### config.mk
export PLATFORM = sky130hd
export DESIGN_NAME = flit_tx_packetizer
export DESIGN_NICKNAME = d
export VERILOG_FILES = /design/src/rtl/ravenoc_pkg.sv /design/src/rtl/flit_out_reg.sv /design/src/rtl/flit_tx_packetizer.sv
export SDC_FILE = /design/constraint.sdc
export NUM_CORES = 1
export LEC_CHECK = 0
export BUFFER_PORTS_ARGS = -buffer_cell sky130_fd_sc_hd__buf_2
export CORE_ASPECT_RATIO = 1.2
export CORE_UTILIZATION = 35
export DETAILED_ROUTE_END_ITERATION = 12
export PLACE_DENSITY = 0.7
export SYNTH_ARGS = -nofsm -noshare
export SYNTH_HDL_FRONTEND = slang
export SYNTH_SLANG_ARGS = --single-unit
### constraint.sdc
create_clock -name clk -period 3.6 [get_ports clk]
set_clock_uncertainty 0.05 [all_clocks]
set_input_delay 0.72 -clock clk [delete_from_list [all_inputs] [get_ports clk]]
set_output_delay 0.72 -clock clk [all_outputs]
set_load 0.05 [all_outputs]
### src/rtl/ravenoc_pkg.sv
// Shared flit types and widths for the NoC network-interface transmit path.
// The head flit layout is {type, x_dest, y_dest, pkt_size, zero pad}.
package ravenoc_pkg;
    localparam int FLIT_WIDTH      = 34;
    localparam int FLIT_DATA_WIDTH = 32;
    localparam int PKT_WIDTH       = 9;
    localparam int X_WIDTH         = 2;
    localparam int Y_WIDTH         = 2;
    localparam int VC_WIDTH        = 2;
    localparam int HEAD_PAD_WIDTH  = FLIT_WIDTH - 2 - X_WIDTH - Y_WIDTH - PKT_WIDTH;

    typedef enum logic [1:0] {
        HEAD_FLIT = 2'b01,
        BODY_FLIT = 2'b10,
        TAIL_FLIT = 2'b11
    } flit_type_t;

    typedef enum logic {
        ST_IDLE    = 1'b0,
        ST_PAYLOAD = 1'b1
    } tx_state_t;

    typedef struct packed {
        flit_type_t                 flit_type;
        logic [X_WIDTH-1:0]         x_dest;
        logic [Y_WIDTH-1:0]         y_dest;
        logic [PKT_WIDTH-1:0]       pkt_size;
        logic [HEAD_PAD_WIDTH-1:0]  rsvd;
    } s_flit_head_data_t;

    typedef struct packed {
        logic [FLIT_WIDTH-1:0] fdata;
        logic [VC_WIDTH-1:0]   vc_id;
        logic                  valid;
    } s_flit_req_t;

    typedef struct packed {
        logic ready;
    } s_flit_resp_t;
endpackage

### src/rtl/flit_out_reg.sv
// One-entry flit output register. Handshake: a flit transfers on a cycle where
// valid and ready are both high; valid/fdata/vc_id hold until that happens.
module flit_out_reg
    import ravenoc_pkg::*;
(
    input  logic                  clk,
    input  logic                  arst,
    input  logic                  load_i,
    input  logic [FLIT_WIDTH-1:0] fdata_i,
    input  logic [VC_WIDTH-1:0]   vc_i,
    input  logic                  ready_i,
    output logic                  can_load_o,
    output s_flit_req_t           req_o
);
    logic                  valid_q, valid_d;
    logic [FLIT_WIDTH-1:0] fdata_q, fdata_d;
    logic [VC_WIDTH-1:0]   vc_q, vc_d;
    logic                  drain;

    assign drain      = valid_q && ready_i;
    // Loading while the current flit drains keeps one flit per cycle.
    assign can_load_o = !valid_q || ready_i;

    always_comb begin
        valid_d = valid_q;
        fdata_d = fdata_q;
        vc_d    = vc_q;
        if (load_i) begin
            valid_d = 1'b1;
            fdata_d = fdata_i;
            vc_d    = vc_i;
        end else if (drain) begin
            valid_d = 1'b0;
        end
    end

    always_ff @(posedge clk or negedge arst) begin
        if (!arst) begin
            valid_q <= 1'b0;
            fdata_q <= '0;
            vc_q    <= '0;
        end else begin
            valid_q <= valid_d;
            fdata_q <= fdata_d;
            vc_q    <= vc_d;
        end
    end

    assign req_o.fdata = fdata_q;
    assign req_o.vc_id = vc_q;
    assign req_o.valid = valid_q;
endmodule

### src/rtl/flit_tx_packetizer.sv
// Serializes a packet descriptor plus payload words into head/body/tail flits.
// Optional counters stat_pkts_o/stat_stall_o exist when RAVENOC_TX_STATS_EN is defined.
module flit_tx_packetizer
    import ravenoc_pkg::*;
#(
    parameter int MAX_PKT_FLITS = 256
) (
    input  logic                       clk,
    input  logic                       arst,
    input  logic                       pkt_valid_i,
    output logic                       pkt_ready_o,
    input  logic [VC_WIDTH-1:0]        pkt_vc_i,
    input  logic [X_WIDTH-1:0]         pkt_x_i,
    input  logic [Y_WIDTH-1:0]         pkt_y_i,
    input  logic [PKT_WIDTH-1:0]       pkt_size_i,
    input  logic                       data_valid_i,
    output logic                       data_ready_o,
    input  logic [FLIT_DATA_WIDTH-1:0] data_i,
    output s_flit_req_t                fout_req_o,
    input  s_flit_resp_t               fout_resp_i,
`ifdef RAVENOC_TX_STATS_EN
    output logic [31:0]                stat_pkts_o,
    output logic [31:0]                stat_stall_o,
`endif
    output tx_state_t                  state_o,
    output logic                       busy_o
);
    localparam logic [PKT_WIDTH-1:0] MAX_SIZE = PKT_WIDTH'(MAX_PKT_FLITS);
    localparam logic [PKT_WIDTH-1:0] ONE      = PKT_WIDTH'(1);

    tx_state_t             state_q, state_d;
    logic [PKT_WIDTH-1:0]  remaining_q, remaining_d;
    logic [VC_WIDTH-1:0]   vc_q, vc_d;
    logic [PKT_WIDTH-1:0]  size_clamped;
    logic                  can_load;
    logic                  load;
    logic [FLIT_WIDTH-1:0] load_fdata;
    s_flit_head_data_t     head;

    assign size_clamped = (pkt_size_i > MAX_SIZE) ? MAX_SIZE : pkt_size_i;

    always_comb begin
        state_d      = state_q;
        remaining_d  = remaining_q;
        vc_d         = vc_q;
        pkt_ready_o  = 1'b0;
        data_ready_o = 1'b0;
        load         = 1'b0;
        load_fdata   = '0;
        head         = '0;
        case (state_q)
            ST_IDLE: begin
                pkt_ready_o = can_load;
                if (pkt_valid_i && can_load) begin
                    load           = 1'b1;
                    vc_d           = pkt_vc_i;
                    remaining_d    = size_clamped;
                    head.flit_type = HEAD_FLIT;
                    head.x_dest    = pkt_x_i;
                    head.y_dest    = pkt_y_i;
                    head.pkt_size  = size_clamped;
                    load_fdata     = head;
                    if (size_clamped != '0) state_d = ST_PAYLOAD;
                end
            end
            ST_PAYLOAD: begin
                data_ready_o = can_load;
                if (data_valid_i && can_load && remaining_q != '0) begin
                    load        = 1'b1;
                    remaining_d = remaining_q - ONE;
                    load_fdata[FLIT_WIDTH-1 -: 2] = (remaining_q == ONE) ? TAIL_FLIT : BODY_FLIT;
                    load_fdata[FLIT_DATA_WIDTH-1:0] = data_i;
                    if (remaining_q == ONE) state_d = ST_IDLE;
                end
            end
            default: state_d = ST_IDLE;
        endcase
    end

    always_ff @(posedge clk or negedge arst) begin
        if (!arst) begin
            state_q     <= ST_IDLE;
            remaining_q <= '0;
            vc_q        <= '0;
        end else begin
            state_q     <= state_d;
            remaining_q <= remaining_d;
            vc_q        <= vc_d;
        end
    end

    // vc_d carries the new VC on a head load and the held VC otherwise.
    flit_out_reg u_out_reg (
        .clk       (clk),
        .arst      (arst),
        .load_i    (load),
        .fdata_i   (load_fdata),
        .vc_i      (vc_d),
        .ready_i   (fout_resp_i.ready),
        .can_load_o(can_load),
        .req_o     (fout_req_o)
    );

    assign state_o = state_q;
    assign busy_o  = (state_q != ST_IDLE) || fout_req_o.valid;

`ifdef RAVENOC_TX_STATS_EN
    s_flit_head_data_t out_head;
    logic              pkt_done;
    logic              stall;
    logic [31:0]       stat_pkts_q, stat_stall_q;

    assign out_head = s_flit_head_data_t'(fout_req_o.fdata);
    assign pkt_done = fout_req_o.valid && fout_resp_i.ready &&
                      ((out_head.flit_type == TAIL_FLIT) ||
                       (out_head.flit_type == HEAD_FLIT && out_head.pkt_size == '0));
    assign stall    = fout_req_o.valid && !fout_resp_i.ready;

    always_ff @(posedge clk or negedge arst) begin
        if (!arst) begin
            stat_pkts_q  <= '0;
            stat_stall_q <= '0;
        end else begin
            if (pkt_done && stat_pkts_q != 32'hFFFF_FFFF) stat_pkts_q <= stat_pkts_q + 32'd1;
            if (stall && stat_stall_q != 32'hFFFF_FFFF) stat_stall_q <= stat_stall_q + 32'd1;
        end
    end

    assign stat_pkts_o  = stat_pkts_q;
    assign stat_stall_o = stat_stall_q;
`endif
endmodule

### Word-level counts from Yosys, hierarchy flattened

Index checks and enable logic that the tools add are counted.

* register bits after elaboration: 49
* input port bits: 52
* output and inout port bits: 41
* word-level logic and storage cells: 45

* add/sub/neg operators: 1
* magnitude comparators: 1
* equal/unequal tests: 3
* multiplexer cells: 22
* bitwise gates (word level): 1
* reductions and logical operators: 11

Operator list (count)
* $pmux W34 S2: 1
* $mux W34: 1
* $mux W33: 1
* $mux W9: 3
* $pmux W9 S2: 1
* $reduce_bool A9 Y1: 2
* $mux W1: 11
* $eq A9 B1 Y1 const B: 1
* $gt A9 B9 Y1 const B: 1
* $sub A9 B1 Y9 const B: 1
* $logic_and A1 B1 Y1: 4
* $mux W2: 2
* $pmux W1 S2: 2
* $logic_or A1 B1 Y1: 2
* $ne A2 B1 Y1 const B: 1
* $ne A2 B2 Y1 const B: 1
* $reduce_and A2 Y1: 1
* $reduce_bool A2 Y1: 1
* $logic_not A1 Y1: 1
* $not A1 Y1: 1

### Longest topological paths before layout

Gate-level depths: netlist (run 1).

* depth after elaboration: 7
* gate-level depth with buffers: 7
* gate-level depth less buffers: 6

### Cells and area by module

A second synthesis (run 1) with hierarchy kept.

* cell total of the unflattened synthesis: 214
* area total of the unflattened synthesis: 2615.0 um2

By module, submodules not included
* flit_out_reg: instances 1, cells each 80, area an instance 1531.5 um2, seq. area each 925.9 um2
* flit_tx_packetizer: instances 1, cells each 134, area an instance 1083.5 um2, seq. area each 300.3 um2

### Worst setup path after synthesis (run 1)

No wires, ideal clock.

* path kind: input -> output
* from: input port fout_resp_i
* to: output port data_ready_o
* data arrival time: 1.550 ns
* data required time: 2.830 ns
* setup slack: 1.280 ns
* stages: 3
* path buffers: 1
* cells stage by stage: nor2b_1 > buf_2 > nor2_1

* longest elaborated chain between the ends: 2

RTL lines
* start, declared: line flit_tx_packetizer.sv:20 `input s_flit_resp_t fout_resp_i,`
* $logic_or A1 B1 Y1: line flit_out_reg.sv:22 `assign can_load_o = !valid_q || ready_i;`
* $mux W1: line flit_tx_packetizer.sv:51 `case (state_q)`
* end, declared: line flit_tx_packetizer.sv:17 `output logic data_ready_o,`

No other way between the ends.

### Worst setup path after layout (run 1)

* from: register state_q, in the netlist state_o
* to: register u_out_reg.vc_q[0]

* elaborated cells on any way between the ends: 3
* classes of those cells: 2 x mux; 1 x bitwise

RTL lines
* start, declared: line flit_tx_packetizer.sv:31 `tx_state_t state_q, state_d;`
* start signal, assigned: line flit_tx_packetizer.sv:86 `state_q <= state_d;`
* $mux W2: line flit_tx_packetizer.sv:51
* via u_out_reg.vc_i[0]: line flit_out_reg.sv:10 `input logic [VC_WIDTH-1:0] vc_i,`
* end signal, assigned: line flit_out_reg.sv:45 `vc_q <= vc_d;`
* end, declared: line flit_out_reg.sv:17 `logic [VC_WIDTH-1:0] vc_q, vc_d;`

The timed path passes the listed nets, and every way through them passes these cells.
A chain may end at the register's enable or synchronous reset.

==> results of run 1 <==
==> metrics by stage <==
| stage | hold WS [ns] | instance area, um^2 |
|---|---|---|
| 2_1_floorplan | 0.374 | 2300 |
| 3_3_place_gp | 0.429 | 2820 |
| 3_5_place_dp | 0.434 | 2820 |
| 4_1_cts | 0.456 | 2940 |
| 5_1_grt | 0.474 | 2940 |
| 6_report | 0.453 | 2940 |
==> where the power goes <==
part / internal (mW) / switching, mW / total, mW
combinational: 0.318 / 0.915 / 1.23
sequential: 0.750 / 0.157 / 0.907
clock: 0.227 / 0.179 / 0.406
total: 1.29 / 1.25 / 2.55
==> sequential cells by signal, summed over array words and instances, names as in the netlist <==
signal and count:
remaining_q 9, state_o 1, u_out_reg.fdata_q 34, u_out_reg.valid_q 1
u_out_reg.vc_q 2, vc_q 2
==> tightest hold or removal path, stage by stage (launching register included) <==
cell     delay, ns
dfrtp_1       0.35
nand3_1       0.06
nand2_1       0.06
==> final cells by class <==
class	count	area share, %
multi-input combinational	159	31.7
timing repair buffer	96	16.7
clock inverter	1	1.02
clock buffer	7	2.94
sequential	49	41.7
inverter	18	2.30
tap	85	3.62
==> final timing paths <==
path / start / endpoint / slack (ns) / depth (start not counted)
worst max-delay path: state_o / u_out_reg.vc_q[0] / 1.01 / 4
worst min-delay path: u_out_reg.fdata_q[10] / u_out_reg.fdata_q[10] / 0.45 / 2
worst max register to register: state_o / u_out_reg.vc_q[0] / 1.01 / 4
worst min register to register: u_out_reg.fdata_q[10] / u_out_reg.fdata_q[10] / 0.45 / 2
max in group asynchronous: arst / u_out_reg.fdata_q[26] / 2.27 / 1
min in group asynchronous: arst / state_o / 0.57 / 1
==> layout by cell type, fill, tap and decap left out, types with 3 or more instances in the layout <==
cell / instances
nor3_1: 4
nor2_1: 8
nand3_1: 24
o21ai_0: 14
buf_4: 4
buf_2: 92
a21oi_1: 6
o211ai_1: 4
dfrtp_1: 49
a32oi_1: 3
o22ai_1: 4
nand2_1: 47
nor4_1: 4
a22oi_1: 14
clkbuf_8: 6
inv_1: 18
mux2_2: 4
==> per-layer routing <==
metal	vias up	global-route usage, %
met3	10	4.44
met1	1016	22.0
li1	1023	-
met2	94	31.1
met4	0	7.53
met5	-	0
==> logic make-up (layout without fill, tap and decap cells) <==
kind of cell	count (synthesis)	in the layout	share of synthesized area, %
adders and majority gates	2	2	1.09
AOI/OAI and AO/OA	56	56	17.6
muxes	4	4	1.96
buffers and inverters	32	122	6.20
DFF	49	49	53.3
and+or+nand+nor	97	97	19.8
==> flow_summary.yaml, run 1 <==
final_layout:
  seqCellArea_mm2: 0.00123
  multi_input_area_um2: 932
  nFillCells: 671
  drive_gt1_share_pct: 34.2
  nNetsFinal: 383
  post-route-util_pct: 45.9
  syn2layout_area_growth_pct: 27.7
  stdcell_count: 415
  diodes: 0
logic_synthesis:
  synth_ff_type: "dfrtp_1"
  async_flop_share_pct: 100
  netlist_instances: 240
  ys_seq_area_share_pct: 53.3
  yosysMostFrequentCell: "dfrtp_1"
  ys_warn_count: 0
  ys_ff_latch: 49
  synth-edff-count: 0
  synth_nets: 294
  yosysTopAreaCell: "dfrtp_1"
  ys_types: 36
  synth.area.top_cells: "dfrtp_1, nand2_1, nand3_1"
  yosysTopAreaCellShare_pct: 53.3
  synth_common_cells: "dfrtp_1, nand2_1, nand3_1"
  avgSynthCellArea_um2: 9.59
  synth_area_mm2: 0.00230
setup_path:
  cp_num_buf_inv: 0
  cp_common_cell: "mux2_2"
  cp.required_ns: 3.74
  worstSetupStartpointType: "flip-flop"
  arrival_ns: 2.73
  cp_cell_sequence: "nand2b_1, nor2_1, mux2_2, mux2_2"
  cp_max_fo: 15
  slowest_stage: "nor2_1"
  cp_slowest_stage_delay_ns: 0.91
  worstSetupPathType: "flip-flop to flip-flop"
  critical-path-top-delay-family: "simple AND/OR/NAND/NOR gates"
  cp-end-kind: "flip-flop"
job:
  drv_cap: 0
timing:
  fmax_mhz: 387
  drv_slew: 0
  final.setup.tns_ns: 0
  finalCritPeriodShare_pct: 71.9
  finalHoldViolations: 0
  setup_ws_ns: 1.01
  rsz0062_at_grt: "false"
  tightest_slew_ns: 1.21
  min_period_ns: 2.59
  setup_viol: 0
  maxSlewHeadroom_pct: 19.3
routing:
  wl_per_cell_um: 14.8
  drtIter0Drc: 194
  wl_met1_mm: 2.50
  firstDrtPassIters: 6
  highest_layer: "met4"
  drc: 0
  vias: 2143
  vias_per_cell: 5.16
  wl_met3_um: 443
  wl_met2_mm: 3.10
  drtAntennaViolNets: 0
  wirelength_mm: 6.16
floorplanning:
  start_util_pct: 35.9
  core_mm2: 0.00641
  die_y_um: 90.8
  dieArea_mm2: 0.00690
  die_w_um: 76.0
  io_pins: 93
  rows: 32
place:
  dp_cells: 407
  dp_hpwl_mm: 4.38
  io_buffers: 92
  place_ws_ns: 0.860
  gp_congestion: 0.844
clock_tree:
  cts_setup_buffers: 0
  htree_levels: 2
  clk_latency_ns: 0.30
  path_clk_slew_ns: 0.09
  clockRootBuffer: "clkbuf_8"
  cts_max_path_buffers: 2
  clock_sinks: 49
  cts_resized: 0
  ctsHoldBuffers: 0
  numCtsBuffers: 5
  tritoncts: "yes"
hold_path:
  hold_class: "flip-flop to flip-flop"
global_routing:
  grt_first_pass_wirelength_mm: 10.0
  grt_util_all_layers_pct: 18.2
  antenna_found_initial: 0
  grt_overflow: 0
  grt_pass1_vias: 2033
  grt_max_degree: 50
power_and_ir_drop:
  powerDensity_mw_per_mm2: 866
  leakagePower_nw: 1.47
  ir_worst_vdd_mv: 0.471
  power_mw: 2.55
outcome:
  run_status: "complete, no violations"
(Power assumes the default switching activity.)
==> inputs of run 2 (changes only) <==
ABC_AREA = 1   (was unset)
PLACE_DENSITY = 0.69   (was 0.7)
clock period = 2.7 ns   (was 3.6 ns; I/O delays follow)
==> run 2 against run 1 <==
Against the previous run:
- synthesized area increased by 10%
- clock power up 9.4%
- critical path type unchanged
- largest cell class unchanged
- wire length grew 4.7%
==> flow_summary.yaml, run 2 <==
logic_synthesis:
  synth_ff_type: "dfrtp_1"
  ys_seq_area_share_pct: 48.3
  ys_warn_count: 0
  synth_area_mm2: 0.00254
  synth_nets: 377
  yosysTopAreaCell: "dfrtp_1"
  synth.area.top_cells: "dfrtp_1, nand2_1, nand3_1"
  yosysTopAreaCellShare_pct: 48.3
  netlist_instances: 323
  ys_types: 25
  synth_common_cells: "nand2_1, nand3_1, dfrtp_1"
  ys_ff_latch: 49
  yosysMostFrequentCell: "nand2_1"
  synth-edff-count: 0
  avgSynthCellArea_um2: 7.86
  async_flop_share_pct: 100
clock_tree:
  clockRootBuffer: "clkbuf_8"
  ctsHoldBuffers: 0
  tritoncts: "yes"
  cts_resized: 0
  numCtsBuffers: 5
  clock_sinks: 49
  cts_setup_buffers: 0
  cts_max_path_buffers: 2
  clk_latency_ns: 0.31
  path_clk_slew_ns: 0.09
  htree_levels: 2
final_layout:
  regMostFlops: "u_out_reg.fdata_q"
  reg_top3: "u_out_reg.fdata_q: 34 flops, remaining_q: 9 flops"
  nNetsFinal: 465
  final_cell_mix: "nand2_1, buf_2, nand3_1"
  final_common_cell: "nand2_1"
  diodes: 0
  post-route-cell-area_mm2: 0.00312
  largest_reg_flops: 34
  syn2layout_area_growth_pct: 22.8
  stdcell_count: 499
  drive_gt1_share_pct: 28.9
place:
  dp_hpwl_mm: 4.80
  io_buffers: 92
  dp_cells: 491
  place_ws_ns: 0.702
  gp_congestion: 0.826
  placed_area_mm2: 0.00303
routing:
  drc: 0
  vias: 2476
  wirelength_mm: 6.45
  drtIter0Drc: 116
  firstDrtPassIters: 4
  wl_per_cell_um: 12.9
  drtAntennaViolNets: 0
  vias_per_cell: 4.96
power_and_ir_drop:
  leakagePower_nw: 1.74
  p_int_mw: 1.91
  switching_share_pct: 56.0
  power.share.clock_pct: 10.2
  ir_worst_vdd_mv: 0.656
  powerDensity_mw_per_mm2: 1390
  p_sw_mw: 2.43
  p_comb_share_pct: 60.3
  power_frac_seq_pct: 29.5
global_routing:
  grt_first_pass_wirelength_mm: 10.2
  grt_util_all_layers_pct: 17.4
  antenna_found_initial: 0
  grt_max_degree: 38
  grt_overflow: 0
  grt_pass1_vias: 2242
timing:
  setup_ws_ns: 0.736
  maxSlewHeadroom_pct: 67.7
  setup_viol: 0
  finalCritPeriodShare_pct: 72.7
  tightest_slew_ns: 0.483
  finalHoldViolations: 0
  hold_ws_ns: 0.121
  fmax_mhz: 509
  min_period_ns: 1.96
  final.setup.tns_ns: 0
  drv_slew: 0
  rsz0062_at_grt: "false"
floorplanning:
  start_util_pct: 36.6
  core_mm2: 0.00694
  rows: 33
  die_y_um: 95.3
  dieArea_mm2: 0.00760
  die_w_um: 79.7
  io_pins: 93
setup_path:
  worstSetupPathType: "flip-flop to flip-flop"
  cp-end-kind: "flip-flop"
  cp_num_buf_inv: 2
  worstSetupStartpointType: "flip-flop"
  cp.required_ns: 2.90
  slowest_stage: "dfrtp_1"
  cp_max_fo: 37
  arrival_ns: 2.16
  cp_slowest_stage_delay_ns: 0.41
  critical-path-top-delay-family: "simple AND/OR/NAND/NOR gates"
  cp_cell_sequence: "inv_1, ha_1, nand2_2, nor2_4, nand2_4, nand3_4, buf_4, nand3_1, nand2_1"
hold_path:
  hold_class: "primary input to async pin"
outcome:
  run_status: "complete, no violations"
job:
  drv_cap: 0
## run 2: power by group through the flow
stage,registers [mW],clock network [mW],logic (mW)
5_1_grt,1.32,0.487,2.86
2_1_floorplan,2.18,0,1.22
4_1_cts,1.28,0.456,2.64
3_5_place_dp,1.30,0,2.63
6_report,1.28,0.444,2.62
3_3_place_gp,1.29,0,2.59
## run 2: layout make-up
class                   instances  area [um^2]
well taps                      87          109
clock buffers                   5         68.8
fillers                       699         3820
flip-flops and latches         49         1230
inverters                      20         75.1
clock inverters                 3         21.3
multi-input cells             237         1110
repair buffers                 98          505
## run 2: worst paths after layout
check | endpoint | cells past startpoint | from | slack (ns)
max in group asynchronous | u_out_reg.fdata_q[26] | 2 | arst | 1.87
worst max register to register | u_out_reg.fdata_q[18] | 9 | remaining_q[0] | 0.74
worst min-delay path | u_out_reg.fdata_q[22] | 1 | arst | 0.12
worst min register to register | vc_q[1] | 2 | vc_q[1] | 0.43
min in group clk | u_out_reg.fdata_q[18] | 3 | data_i[18] | 0.38
worst max-delay path | u_out_reg.fdata_q[18] | 9 | remaining_q[0] | 0.74
## run 2: cells by family after synthesis
kind of cell	after synthesis	synth area share (%)
flip-flops	49	48.3
AO/OA/AOI/OAI	15	3.15
buffers and inverters	37	7.93
AND/OR/NAND/NOR	219	39.3
adder cells (fa/ha/maj)	2	0.986
XOR/XNOR	1	0.345
## run 2: worst register-to-register path, stage by stage, from the launching register on
cell and delay, ns:
dfrtp_1 0.41, inv_1 0.10, ha_1 0.24, nand2_2 0.12, nor2_4 0.13, nand2_4 0.09, nand3_4 0.15, buf_4 0.39
nand3_1 0.15, nand2_1 0.08
## run 2: routing by layer
layer | vias to the layer above | share of wire [%] | GRT usage (%) | routed length (um)
met3 | 13 | 7.5 | 3.25 | 481
met4 | 0 | 2.2 | 8.04 | 141
met1 | 1138 | 40 | 19.4 | 2570
li1 | 1219 | - | - | -
met2 | 106 | 51 | 31.7 | 3260
met5 | - | 0 | 0 | 0
## run 2: metrics by stage
step | utilization, % | power [mW]
after floorplan | - | 3.40
after global placement | 43.6 | 3.88
after detailed placement | 43.6 | 3.93
after CTS | 44.9 | 4.37
after global routing | 44.9 | 4.66
final | 44.9 | 4.35
==> inputs of run 3 (changes only) <==
PLACE_DENSITY = 0.71   (was 0.69)
clock period = 1.8 ns   (was 2.7 ns; I/O delays follow)
==> run 3 against run 2 <==
Against the previous run:
- combinational power increased by 57%
- sequential power rose by 51%
- sequential share of layout area shrank 1.6 points
- critical endpoint is now u_out_reg.valid_q
- largest cell class unchanged
- largest power group unchanged
==> flow_summary.yaml, run 3 (same netlist as run 2, synthesis figures left out) <==
routing:
  firstDrtPassIters: 4
  vias_per_cell: 4.94
  vias: 2507
  drc: 0
  drtIter0Drc: 135
  drtAntennaViolNets: 0
  wirelength_mm: 6.63
  wl_per_cell_um: 13.1
final_layout:
  seqCellArea_mm2: 0.00123
  reg_top3: "u_out_reg.fdata_q: 34 flops, remaining_q: 9 flops"
  nFillCells: 670
  multi_input_area_mm2: 0.00113
  final_common_cell: "nand2_1"
  final_cell_mix: "nand2_1, buf_2, nand3_1"
  nNetsFinal: 474
  regMostFlops: "u_out_reg.fdata_q"
  diodes: 0
  syn2layout_area_growth_pct: 28.0
  drive_gt1_share_pct: 31.1
  stdcell_count: 508
  largest_reg_flops: 34
floorplanning:
  core_mm2: 0.00694
  rows: 33
  dieArea_mm2: 0.00760
  die_w_um: 79.7
  start_util_pct: 36.6
  io_pins: 93
  die_y_um: 95.3
power_and_ir_drop:
  ir_worst_vdd_mv: 1.24
  leakagePower_nw: 1.80
  powerDensity_mw_per_mm2: 2110
setup_path:
  cp-end-kind: "flip-flop"
  crit_end: "u_out_reg.valid_q"
  reg2reg_from: "remaining_q[0]"
  cp_max_fo: 12
  rr_endpoint: "u_out_reg.valid_q"
  arrival_ns: 1.88
  critPathLaunch: "remaining_q[0]"
  worstSetupStartpointType: "flip-flop"
  r2r_slack_ns: 0.06
  worstRegToRegCells: 8
  worstSetupPathType: "flip-flop to flip-flop"
  cp.required_ns: 1.94
outcome:
  run_status: "complete, no violations"
clock_tree:
  htree_levels: 2
  clock_sinks: 49
  clk_latency_ns: 0.30
  tritoncts: "yes"
  clockRootBuffer: "clkbuf_8"
  cts_max_path_buffers: 2
  path_clk_slew_ns: 0.09
  numCtsBuffers: 5
global_routing:
  grt_first_pass_wirelength_mm: 10.8
  grt_pass1_vias: 2410
  grt_max_degree: 37
  antenna_found_initial: 0
  grt_overflow: 0
  grt_util_all_layers_pct: 18.3
place:
  place_ws_ns: -0.0580
  io_buffers: 92
  gp_congestion: 0.880
  dp_cells: 495
  dp_hpwl_mm: 5.03
hold_path:
  hold_class: "primary input to flip-flop"
timing:
  rsz0062_at_grt: "true"
  finalCritPeriodShare_pct: 96.5
  fmax_mhz: 576
  final.setup.tns_ns: 0
  drv_slew: 0
  tightest_slew_ns: 0.485
  finalHoldViolations: 0
  maxSlewHeadroom_pct: 67.3
  min_period_ns: 1.74
  setup_ws_ns: 0.0626
  setup_viol: 0
job:
  drv_cap: 0
[run 3: what timing repair did]
action                                 CTS  global route
endpoints found under the hold margin   15             0
resized for setup                        1             3
hold buffers                             1             0
setup buffers                            0             4
setup endpoints to repair               28            45
[run 3: through the flow]
step | utilization (%) | power [mW] | hold slack [ns] | instance area, um^2
after floorplan | - | 5.14 | 0.0144 | 2550
after global placement | 44.4 | 5.90 | 0.247 | 3080
after detailed placement | 44.4 | 6.00 | 0.254 | 3080
after CTS | 46.3 | 6.82 | 0.200 | 3210
after global routing | 46.9 | 7.38 | 0.203 | 3250
final | 46.9 | 6.85 | 0.206 | 3250
[run 3: worst max-delay path, stage by stage, from the launching register on]
cell and delay (ns):
dfrtp_1 0.40, inv_1 0.10, ha_2 0.22, nand2_2 0.09, nor2_4 0.13, nand2_4 0.09
nand3_4 0.15, nand2_4 0.14, or2_1 0.24
[run 3: metal layers]
layer	vias up	track usage, %	share of wire (%)
met4	0	8.48	2.7
met5	-	0	0
li1	1231	-	-
met1	1163	20.4	41
met3	17	4.40	7.7
met2	96	32.5	49
[run 3: where the power goes]
part | switching (mW) | leakage (nW) | internal, mW
registers | 0.305 | 0.605 | 1.62
clock network | 0.362 | 0.0585 | 0.453
logic | 3.01 | 1.14 | 1.10
total | 3.68 | 1.80 | 3.17
[run 3: worst min-delay path by stage]
stage | from | to | slack [ns] | cells after the start
finish | data_i[10] | u_out_reg.fdata_q[10] | 0.21 | 3
global route | data_i[9] | u_out_reg.fdata_q[9] | 0.20 | 3
CTS | data_i[10] | u_out_reg.fdata_q[10] | 0.20 | 3
detailed placement | arst | u_out_reg.fdata_q[2] | 0.25 | 1
global placement | arst | u_out_reg.fdata_q[2] | 0.25 | 1
floorplan | arst | remaining_q[0] | 0.01 | 0
[run 3: area by class of cell]
type	instances	area share, %
repair buffers	107	18.2
flip-flops and latches	49	37.8
clock inverters	1	0.924
clock buffers	7	2.66
well taps	87	3.35
inverters	20	2.46
multi-input cells	237	34.6
